[src/rtl/bird_pkg.sv]
// Shared encodings and widths for the flyhigh bird motion stage.
package bird_pkg;

    localparam int COORD_W = 12;
    localparam int VEL_W   = 8;

    typedef enum logic [1:0] {
        ST_IDLE = 2'd0,
        ST_FLY  = 2'd1,
        ST_DEAD = 2'd2
    } state_e;

endpackage

[src/rtl/flap_sync.sv]
// Two-flop synchroniser plus rising-edge detector for an asynchronous button.
module flap_sync (
    input  logic i_clk,
    input  logic i_rst_n,
    input  logic i_btn,
    output logic o_edge
);

    logic sync1_q;
    logic sync2_q;
    logic prev_q;

    always_ff @(posedge i_clk or negedge i_rst_n) begin
        if (!i_rst_n) begin
            sync1_q <= 1'b0;
            sync2_q <= 1'b0;
            prev_q  <= 1'b0;
        end else begin
            sync1_q <= i_btn;
            sync2_q <= sync1_q;
            prev_q  <= sync2_q;
        end
    end

    // One-cycle pulse per press, regardless of how long the button is held.
    assign o_edge = sync2_q & ~prev_q;

endmodule

[src/rtl/bird_motion.sv]
// Per-frame bird physics and IDLE/FLY/DEAD game FSM; outputs the bird box.
// Build option: define BIRD_BOB_EN to make the idle bird bob +/-4 px.
module bird_motion
    import bird_pkg::*;
#(
    parameter int IX          = 160,
    parameter int IY          = 240,
    parameter int H_SIZE      = 16,
    parameter int D_HEIGHT    = 480,
    parameter int GRAVITY     = 1,
    parameter int FLAP_VEL    = 8,
    parameter int VMAX        = 12,
    parameter int DEAD_FRAMES = 60
) (
    input  logic               i_clk,
    input  logic               i_rst_n,
    input  logic               i_ani_stb,
    input  logic               i_animate,
    input  logic               i_flap,
    input  logic               i_collide,
    output logic [COORD_W-1:0] o_x1,
    output logic [COORD_W-1:0] o_x2,
    output logic [COORD_W-1:0] o_y1,
    output logic [COORD_W-1:0] o_y2,
    output logic [1:0]         o_state,
    output logic               o_dead
);

    localparam int CNT_W = $clog2(DEAD_FRAMES + 1);

    localparam logic [COORD_W-1:0]        Y_START = COORD_W'(IY);
    localparam logic [COORD_W-1:0]        Y_FLOOR = COORD_W'(D_HEIGHT - H_SIZE);
    localparam logic [COORD_W-1:0]        Y_CEIL  = COORD_W'(H_SIZE);
    localparam logic signed [COORD_W:0]   FLOOR_S = (COORD_W + 1)'(D_HEIGHT - H_SIZE);
    localparam logic signed [COORD_W:0]   CEIL_S  = (COORD_W + 1)'(H_SIZE);
    localparam logic signed [VEL_W-1:0]   FLAP_S  = VEL_W'(-FLAP_VEL);
    localparam logic signed [VEL_W-1:0]   GRAV_S  = VEL_W'(GRAVITY);
    localparam logic signed [VEL_W-1:0]   VMAX_S  = VEL_W'(VMAX);
    localparam logic [CNT_W-1:0]          CNT_END = CNT_W'(DEAD_FRAMES);

    state_e                    state_q;
    logic [COORD_W-1:0]        y_q;
    logic signed [VEL_W-1:0]   vel_q;
    logic                      flap_pend_q;
    logic [CNT_W-1:0]          dead_cnt_q;

    logic                      tick;
    logic                      flap_edge;
    logic                      flap_now;
    logic signed [COORD_W:0]   y_next;
    logic signed [VEL_W-1:0]   vel_grav;

    flap_sync u_flap_sync (
        .i_clk   (i_clk),
        .i_rst_n (i_rst_n),
        .i_btn   (i_flap),
        .o_edge  (flap_edge)
    );

    assign tick     = i_ani_stb & i_animate;
    // An edge arriving on the tick cycle itself still counts for that tick.
    assign flap_now = flap_pend_q | flap_edge;
    assign y_next   = $signed({1'b0, y_q}) + (COORD_W + 1)'(vel_q);
    assign vel_grav = (vel_q > (VMAX_S - GRAV_S)) ? VMAX_S : (vel_q + GRAV_S);

`ifdef BIRD_BOB_EN
    logic                      bob_up_q;
    logic [COORD_W-1:0]        bob_y;
    logic                      bob_turn;

    assign bob_y    = bob_up_q ? (y_q - COORD_W'(1)) : (y_q + COORD_W'(1));
    assign bob_turn = (bob_y == COORD_W'(IY - 4)) || (bob_y == COORD_W'(IY + 4));
`endif

    always_ff @(posedge i_clk or negedge i_rst_n) begin
        if (!i_rst_n) begin
            state_q     <= ST_IDLE;
            y_q         <= Y_START;
            vel_q       <= '0;
            flap_pend_q <= 1'b0;
            dead_cnt_q  <= '0;
`ifdef BIRD_BOB_EN
            bob_up_q    <= 1'b1;
`endif
        end else begin
            if (tick) begin
                flap_pend_q <= 1'b0;
            end else if (flap_edge) begin
                flap_pend_q <= 1'b1;
            end

            if (tick) begin
                case (state_q)
                    ST_IDLE: begin
                        if (flap_now) begin
                            state_q <= ST_FLY;
                            vel_q   <= FLAP_S;
                        end
`ifdef BIRD_BOB_EN
                        else begin
                            y_q <= bob_y;
                            if (bob_turn) bob_up_q <= ~bob_up_q;
                        end
`endif
                    end
                    ST_FLY: begin
                        // Position always moves by the velocity held before this tick.
                        if (i_collide) begin
                            state_q <= ST_DEAD;
                        end else if (y_next >= FLOOR_S) begin
                            y_q     <= Y_FLOOR;
                            vel_q   <= '0;
                            state_q <= ST_DEAD;
                        end else if (y_next < CEIL_S) begin
                            y_q   <= Y_CEIL;
                            vel_q <= flap_now ? FLAP_S : '0;
                        end else begin
                            y_q   <= y_next[COORD_W-1:0];
                            vel_q <= flap_now ? FLAP_S : vel_grav;
                        end
                    end
                    ST_DEAD: begin
                        if (dead_cnt_q != CNT_END) begin
                            dead_cnt_q <= dead_cnt_q + CNT_W'(1);
                        end else if (flap_now) begin
                            state_q    <= ST_IDLE;
                            y_q        <= Y_START;
                            vel_q      <= '0;
                            dead_cnt_q <= '0;
`ifdef BIRD_BOB_EN
                            bob_up_q   <= 1'b1;
`endif
                        end
                    end
                    default: state_q <= ST_IDLE;
                endcase
            end
        end
    end

    assign o_x1    = COORD_W'(IX - H_SIZE);
    assign o_x2    = COORD_W'(IX + H_SIZE);
    assign o_y1    = y_q - COORD_W'(H_SIZE);
    assign o_y2    = y_q + COORD_W'(H_SIZE);
    assign o_state = state_q;
    assign o_dead  = (state_q == ST_DEAD);

endmodule

[config.mk]
export PLATFORM = sky130hd
export DESIGN_NAME = bird_motion
export DESIGN_NICKNAME = d
export VERILOG_FILES = /design/src/rtl/bird_pkg.sv /design/src/rtl/flap_sync.sv /design/src/rtl/bird_motion.sv
export SDC_FILE = /design/constraint.sdc
export NUM_CORES = 1
export LEC_CHECK = 0
export BUFFER_PORTS_ARGS = -buffer_cell sky130_fd_sc_hd__buf_2
export CAP_MARGIN = 20
export CORE_MARGIN = 1
export CORE_UTILIZATION = 60
export DETAILED_ROUTE_END_ITERATION = 6
export GPL_TIMING_DRIVEN = 0
export PLACE_DENSITY = 0.94
export SYNTH_ARGS = -nofsm -noshare
export SYNTH_HDL_FRONTEND = slang
export SYNTH_HIERARCHICAL = 1
export SYNTH_SLANG_ARGS = --single-unit
[constraint.sdc]
create_clock -name i_clk -period 4.45 [get_ports i_clk]
set_input_delay 1.335 -clock i_clk [delete_from_list [all_inputs] [get_ports i_clk]]
set_output_delay 1.335 -clock i_clk [all_outputs]
set_load 0.02 [all_outputs]
==> impl_metrics.sql, run 1 <==
INSERT INTO impl_metrics (metric_group, metric, value, unit) VALUES
('run_status', 'outcome', 'completed', ''),
('worst_setup_path', 'timing.critical_path.fanout_max', '7', ''),
('yosys', 'yosys_warnings', '6', ''),
('sta', 'rsz0062_at_grt', 'false', ''),
('power', 'p_int', '1.05', 'mW'),
('worst_setup_path', 'crit_slowest_cell', 'sky130_fd_sc_hd__a211oi_1', ''),
('yosys', 'synth-main-ff-cell', 'sky130_fd_sc_hd__dfrtp_1', ''),
('cts', 'clock_latency_reported_for_the_late_side_of_the_worst_skew_pair', '0.28', 'ns'),
('cts', 'cts.sink_count', '32', ''),
('cts', 'clk_path_buf_depth', '2', ''),
('grt', 'grt_pass1_vias', '2378', ''),
('worst_setup_path', 'worstSetupStartpointType', 'flop', ''),
('placed_design', 'place.detailed.hpwl', '5.12', 'mm'),
('cts', 'cts_hold_buffers', '0', ''),
('grt', 'grt.total_usage', '27.5', '%'),
('route', 'finalWirelength', '6.71', 'mm'),
('cts', 'post-cts-setup-buffer-count', '0', ''),
('power', 'p_seq_share', '23.4', '%'),
('route', 'num_vias', '2711', ''),
('yosys', 'fraction_of_registers_with_async_set_reset', '100', '%'),
('power', 'power.density_cell_area', '641', 'mW/mm2'),
('route', 'drtIter0Drc', '241', ''),
('floorplan', 'boundaryPins', '57', ''),
('power', 'static-leakage-power', '1.62', 'nW'),
('power', 'power_frac_clock', '10.9', '%'),
('grt', 'grt_pass1_wl', '11.0', 'mm'),
('cells_and_area', 'flow.area_growth_from_synthesis', '14.7', '%'),
('power', 'report.power.total', '2.16', 'mW'),
('grt', 'grt_antenna_before_repair', '0', ''),
('sta', 'hold_viol_final', '0', ''),
('yosys', 'synth_cell_type_count', '67', ''),
('grt', 'grt_max_degree', '33', ''),
('worst_hold_path', 'hold_class', 'flop to flop', ''),
('yosys', 'post_syn_instances', '341', ''),
('floorplan', 'core', '0.00472', 'mm2'),
('yosys', 'synth_area', '0.00294', 'mm2'),
('power', 'comb_power_share', '65.6', '%'),
('cts', 'tritoncts.num_buffers', '5', ''),
('worst_setup_path', 'cpLargestDelayFamily', 'compound AO/OA/AOI/OAI gates', ''),
('route', 'post_drt_wl_per_cell', '14.2', 'um'),
('cells_and_area', 'utilization', '71.4', '%'),
('sta', 'clock_skew', '0.00301', 'ns'),
('sta', 'report.final.setup_viol', '0', ''),
('floorplan', 'die_width', '72.0', 'um'),
('worst_setup_path', 'critPathCaptureType', 'flop', ''),
('worst_setup_path', 'timing.critical_path.required', '4.62', 'ns'),
('sta', 'max-slew-margin-rel', '28.5', '%'),
('route', 'final_antenna_net_count', '0', ''),
('sta', 'timing_max_transition_violations_final', '0', ''),
('placed_design', 'port_buffer_count', '32', ''),
('yosys', 'avgSynthCellArea', '8.62', 'um2'),
('floorplan', 'die_area', '0.00518', 'mm2'),
('sta', 'timing.final.crit_share', '75.6', '%'),
('sta', 'timing.fmax', '0.297', 'GHz'),
('cts', 'cts.reportedPaths.clkPinSlew', '0.07', 'ns'),
('floorplan', 'placement_rows', '25', ''),
('cts', 'post_cts_resize_count', '0', ''),
('worst_setup_path', 'timing_worst_setup_path_type', 'flop to flop', ''),
('cells_and_area', 'layout-drive-gt1-share', '24.9', '%'),
('job', 'drv.max_cap_violation_count', '0', ''),
('cts', 'cts_tree', 'built', ''),
('worst_setup_path', 'path_cells', 'ha_1 > fa_1 > nand3_1 > a21oi_1 > o2111a_1 > a211oi_1 > o21ba_1 > o31ai_1 > mux2_1', ''),
('sta', 'timing.final.crit_period', '3.36', 'ns'),
('floorplan', 'floorplan.die.height', '72.0', 'um'),
('route', 'drcViolationCount', '0', ''),
('cells_and_area', 'antenna_cells', '0', ''),
('worst_setup_path', 'cp_num_buf_inv', '0', ''),
('cts', 'clock_tree.root_cell', 'sky130_fd_sc_hd__clkbuf_8', ''),
('sta', 'setup_tns', '0', 'ns'),
('route', 'drt-pass1-iter-count', '4', ''),
('yosys', 'yosys_register_bits', '32', '');
[layout make-up]
| type | instances | area [um2] | share of cell area, % |
|---|---|---|---|
| flip-flops and latches | 32 | 806 | 23.9 |
| clock inverters | 1 | 7.51 | 0.223 |
| repair buffers | 34 | 173 | 5.12 |
| multi-input cells | 273 | 1850 | 54.8 |
| inverters | 13 | 48.8 | 1.45 |
| well taps | 67 | 83.8 | 2.49 |
| clock buffers | 7 | 86.3 | 2.56 |
| plain buffers | 45 | 320 | 9.50 |
[power groups by stage]
| stage | logic (mW) | registers, mW | clock network (mW) |
|---|---|---|---|
| detailed placement | 1.39 | 0.505 | 0 |
| floorplan | 1.08 | 0.482 | 0 |
| global route | 1.54 | 0.521 | 0.251 |
| finish | 1.42 | 0.506 | 0.236 |
| CTS | 1.40 | 0.501 | 0.241 |
| global placement | 1.32 | 0.499 | 0 |
[stage by stage]
stage	std cells	worst slack [ns]	hold WS (ns)	area, um2
3_3_place_gp	462	1.11	0.339	3270
2_1_floorplan	363	1.52	0.331	3020
6_report	472	1.09	0.363	3370
4_1_cts	471	1.08	0.359	3370
5_1_grt	472	0.928	0.368	3370
3_5_place_dp	463	1.02	0.344	3270
[synthesized netlist by cell type (7+ instances only)]
library cell               count  share of area [%]
sky130_fd_sc_hd__buf_4        34                8.7
sky130_fd_sc_hd__nand2_1      34                4.3
sky130_fd_sc_hd__dfrtp_1      28                 24
sky130_fd_sc_hd__ha_1         20                8.5
sky130_fd_sc_hd__nor2_1       17                2.2
sky130_fd_sc_hd__a21oi_1      16                2.7
sky130_fd_sc_hd__nand3_1      16                2.7
sky130_fd_sc_hd__o21ai_0      16                2.7
sky130_fd_sc_hd__inv_1        13                1.7
sky130_fd_sc_hd__o31ai_1      12                3.1
sky130_fd_sc_hd__xor2_1       10                3.0
sky130_fd_sc_hd__xnor2_1       8                2.4
sky130_fd_sc_hd__a211oi_1      7                1.8
sky130_fd_sc_hd__clkbuf_1      7               0.89
[logic make-up after synthesis]
family / share of synthesized area [%]
xor gates and xnor gates: 5.36
muxes: 1.11
buffers and inverters: 12.6
AOI/OAI and AO/OA: 24.9
and+or+nand+nor: 19.2
other: 0.256
DFF: 27.4
adders and majority gates: 9.20
[routing by layer]
layer  track usage [%]  routed length, um  vias up
li1                  -                  -     1311
met5                 0                  0        -
met3              5.69                516       11
met1              35.4               2750     1277
met2              46.3               3370      112
met4              8.93                 74        0
[sequential cells by signal, indices dropped and copies added (netlist names)]
register / flops
dead_cnt_q: 6
flap_pend_q: 1
o_state: 2
u_flap_sync/prev_q: 1
u_flap_sync/sync1_q: 1
u_flap_sync/sync2_q: 1
vel_q: 8
y_q: 12
[cell usage in the layout (no fill, tap or decap), types with 6 or more instances in the layout]
cell type	n
sky130_fd_sc_hd__ha_1	20
sky130_fd_sc_hd__dfrtp_1	28
sky130_fd_sc_hd__o21ai_0	16
sky130_fd_sc_hd__conb_1	24
sky130_fd_sc_hd__clkbuf_1	8
sky130_fd_sc_hd__buf_2	33
sky130_fd_sc_hd__o31ai_1	12
sky130_fd_sc_hd__inv_1	13
sky130_fd_sc_hd__a211oi_1	7
sky130_fd_sc_hd__xnor2_1	8
sky130_fd_sc_hd__a21oi_1	16
sky130_fd_sc_hd__buf_4	35
sky130_fd_sc_hd__xor2_1	10
sky130_fd_sc_hd__nand3_1	16
sky130_fd_sc_hd__clkbuf_8	6
sky130_fd_sc_hd__nor2_1	17
sky130_fd_sc_hd__nand2_1	34
[final timing paths]
kind / slack [ns] / endpoint / depth (start not counted) / startpoint
worst max-delay path: 1.09 / o_state[0]$_DFFE_PN0P_ / 9 / vel_q[0]$_DFFE_PN0P_
worst min-delay path: 0.36 / u_flap_sync/sync2_q$_DFF_PN0_ / 0 / u_flap_sync/sync1_q$_DFF_PN0_
worst max register to register: 1.09 / o_state[0]$_DFFE_PN0P_ / 9 / vel_q[0]$_DFFE_PN0P_
worst min register to register: 0.36 / u_flap_sync/sync2_q$_DFF_PN0_ / 0 / u_flap_sync/sync1_q$_DFF_PN0_
max in group asynchronous: 2.88 / vel_q[2]$_DFFE_PN0P_ / 1 / i_rst_n
min in group asynchronous: 1.10 / dead_cnt_q[1]$_DFFE_PN0P_ / 1 / i_rst_n
(Power assumes the default switching activity.)
==> run 2, diff against run 1 <==
CORE_UTILIZATION = 51   (was 60)
PLACE_DENSITY = 0.85   (was 0.94)
clock period = 2.8 ns   (was 4.45 ns; I/O delays follow)
==> impl_metrics.sql, run 2 (synthesized netlist as in run 1, its figures left out) <==
INSERT INTO impl_metrics (metric_group, metric, value, unit) VALUES
('floorplan', 'die_width', '77.9', 'um'),
('grt', 'grt_max_degree', '33', ''),
('worst_setup_path', 'worstSetupPathDepth', '9', ''),
('route', 'final_antenna_net_count', '0', ''),
('power', 'p_seq_share', '17.9', '%'),
('worst_setup_path', 'timing_worst_setup_path_type', 'flop to flop', ''),
('power', 'report.power.total', '4.61', 'mW'),
('route', 'drtIter0Drc', '234', ''),
('worst_setup_path', 'setup.reg_to_reg.worst_slack', '-0.08', 'ns'),
('floorplan', 'initial_core_util', '53.0', '%'),
('grt', 'grt_pass1_wl', '11.6', 'mm'),
('sta', 'timing.final.crit_period', '2.88', 'ns'),
('worst_hold_path', 'hold_class', 'flop to flop', ''),
('sta', 'timing.final.ws_setup', '-0.0848', 'ns'),
('cts', 'cts_hold_buffers', '0', ''),
('cts', 'cts.sink_count', '32', ''),
('floorplan', 'die_area', '0.00607', 'mm2'),
('run_status', 'outcome', 'complete, but fails checks', ''),
('worst_setup_path', 'critical-path-max-stage-delay', '0.63', 'ns'),
('worst_setup_path', 'timing.critical_path.required', '2.94', 'ns'),
('cells_and_area', 'layout.cells.most_common', 'sky130_fd_sc_hd__buf_4', ''),
('sta', 'max-slew-margin-rel', '48.3', '%'),
('power', 'power.density_cell_area', '1180', 'mW/mm2'),
('power', 'ir_drop', '832', 'uV'),
('power', 'total_switching_power', '2.28', 'mW'),
('sta', 'timing_max_transition_violations_final', '0', ''),
('cells_and_area', 'antenna_cells', '0', ''),
('cells_and_area', 'highest_count_cells_in_the_layout_ignoring_fill_and_taps', 'sky130_fd_sc_hd__buf_4 (54), sky130_fd_sc_hd__nand2_1 (34), sky130_fd_sc_hd__buf_2 (32)', ''),
('worst_setup_path', 'cpLargestDelayFamily', 'simple AND/OR/NAND/NOR gates', ''),
('job', 'drv.max_cap_violation_count', '0', ''),
('grt', 'grt_antenna_before_repair', '0', ''),
('placed_design', 'port_buffer_count', '32', ''),
('power', 'sw_frac_of_total', '49.5', '%'),
('route', 'drcViolationCount', '0', ''),
('cts', 'cts_tree', 'built', ''),
('placed_design', 'global_placement_routability_congestion', '0.899', ''),
('sta', 'setup_tns', '-0.332', 'ns'),
('power', 'static-leakage-power', '1.75', 'nW'),
('route', 'viasPerCell', '5.85', ''),
('worst_setup_path', 'path_cells', 'ha_4 > buf_6 > a21oi_4 > o21a_1 > o21ai_1 > or3_4 > or4_4 > o221ai_4 > a211oi_2', ''),
('worst_setup_path', 'timing.critical_path.fanout_max', '8', ''),
('worst_setup_path', 'critPathCaptureType', 'flop', ''),
('cts', 'clk_path_buf_depth', '2', ''),
('sta', 'report.final.setup_viol', '8', ''),
('cells_and_area', 'finish.net_count', '450', ''),
('floorplan', 'core', '0.00554', 'mm2'),
('route', 'drt-pass1-iter-count', '5', ''),
('cells_and_area', 'regMostFlops', 'y_q', ''),
('worst_setup_path', 'r2r.worst_path.cells', '9', ''),
('route', 'post_drt_wl_per_cell', '16.7', 'um'),
('sta', 'timing.fmax', '0.347', 'GHz'),
('route', 'num_vias', '2901', ''),
('power', 'comb_power_share', '73.7', '%'),
('sta', 'clock_skew', '0.0135', 'ns'),
('worst_hold_path', 'holdPathStages', '0', ''),
('cells_and_area', 'utilization', '70.6', '%'),
('sta', 'hold_viol_final', '0', ''),
('cts', 'tritoncts.num_buffers', '5', ''),
('worst_setup_path', 'crit_slowest_cell', 'sky130_fd_sc_hd__or4_4', ''),
('floorplan', 'placement_rows', '27', ''),
('floorplan', 'boundaryPins', '57', ''),
('route', 'finalWirelength', '8.29', 'mm'),
('cells_and_area', 'layout-drive-gt1-share', '39.2', '%'),
('cells_and_area', 'reg.largest.list', 'y_q: 12 flops, vel_q: 8 flops, dead_cnt_q: 6 flops', ''),
('grt', 'grt_pass1_vias', '2549', ''),
('sta', 'timing.final.crit_share', '103', '%'),
('grt', 'globalRoute.totalOverflow', '0', ''),
('placed_design', 'place.detailed.hpwl', '5.14', 'mm'),
('cts', 'clock_tree.root_cell', 'sky130_fd_sc_hd__clkbuf_8', ''),
('placed_design', 'dp.cells', '468', ''),
('cells_and_area', 'flow.area_growth_from_synthesis', '33.0', '%'),
('run_status', 'violated_checks', 'negative setup slack', ''),
('cts', 'cts.reportedPaths.clkPinSlew', '0.08', 'ns'),
('worst_setup_path', 'worstSetupStartpointType', 'flop', ''),
('cts', 'htreeDepth', '2', ''),
('worst_setup_path', 'timing.critical_path.arrival', '3.03', 'ns'),
('power', 'p_int', '2.33', 'mW'),
('cells_and_area', 'layout.cells.non_filler', '496', ''),
('sta', 'rsz0062_at_grt', 'true', ''),
('grt', 'grt.total_usage', '24.4', '%'),
('floorplan', 'floorplan.die.height', '77.9', 'um'),
('sta', 'worst-slew-pin-transition', '0.769', 'ns'),
('power', 'power_frac_clock', '8.4', '%'),
('cts', 'clock_latency_reported_for_the_late_side_of_the_worst_skew_pair', '0.30', 'ns'),
('worst_setup_path', 'cp_num_buf_inv', '1', ''),
('cells_and_area', 'largest_register_ffs', '12', ''),
('sta', 'worst_case_hold_slack', '0.362', 'ns');
-- run 2: cell types whose count changed in the layout (fill, tap and decap cells not counted), moves of 4 or more --
cell                      before  now
sky130_fd_sc_hd__buf_4        35   54
sky130_fd_sc_hd__dfrtp_1      28   24
sky130_fd_sc_hd__dfrtp_2       0    4
sky130_fd_sc_hd__ha_1         20   12
sky130_fd_sc_hd__ha_4          0    7
sky130_fd_sc_hd__nand3_1      16   12
sky130_fd_sc_hd__nand3_2       1    5
-- run 2: power groups by stage --
| stage | sequential [mW] | combinational [mW] | clock [mW] |
|---|---|---|---|
| 5_1_grt | 0.843 | 3.61 | 0.407 |
| 3_3_place_gp | 0.806 | 2.11 | 0 |
| 4_1_cts | 0.782 | 2.50 | 0.386 |
| 3_5_place_dp | 0.811 | 2.20 | 0 |
| 2_1_floorplan | 0.766 | 1.72 | 0 |
| 6_report | 0.828 | 3.40 | 0.386 |
-- run 2: repair_timing --
| item | 4_1_cts | 5_1_grt |
|---|---|---|
| resized for setup | 24 | 44 |
| setup endpoints to repair | 20 | 21 |
| pin swaps | 5 | 25 |
| buffers inserted | 6 | 15 |
-- run 2: layout make-up --
class | count | area (um2)
plain buffers | 44 | 318
clock buffers | 6 | 82.6
clock inverters | 2 | 10.0
fillers | 411 | 1630
inverters | 13 | 48.8
multi-input cells | 273 | 2210
flip-flops and latches | 32 | 811
well taps | 72 | 90.1
repair buffers | 54 | 338
-- run 2: worst paths after layout --
path | start | end
worst max-delay path | y_q[4]$_DFFE_PN1P_ | vel_q[3]$_DFFE_PN0P_
worst min-delay path | u_flap_sync/sync1_q$_DFF_PN0_ | u_flap_sync/sync2_q$_DFF_PN0_
worst max register to register | y_q[4]$_DFFE_PN1P_ | vel_q[3]$_DFFE_PN0P_
worst min register to register | u_flap_sync/sync1_q$_DFF_PN0_ | u_flap_sync/sync2_q$_DFF_PN0_
max in group asynchronous | i_rst_n | vel_q[4]$_DFFE_PN0P_
min in group asynchronous | i_rst_n | vel_q[2]$_DFFE_PN0P_
-- run 2: metrics by stage --
stage | worst slack [ns] | cell area (um2)
final | -0.0848 | 3910
after global routing | -0.111 | 3910
after CTS | -0.0344 | 3530
after detailed placement | -0.384 | 3280
after global placement | -0.302 | 3270
after floorplan | 0.0260 | 3020
-- run 2: per-layer routing --
layer  wire, um  vias to the layer above  track usage (%)
li1           -                     1355                -
met1       3250                     1365             29.8
met2       4200                      156             42.9
met3        594                       25             4.00
met4        251                        0             9.26
met5          0                        -                0
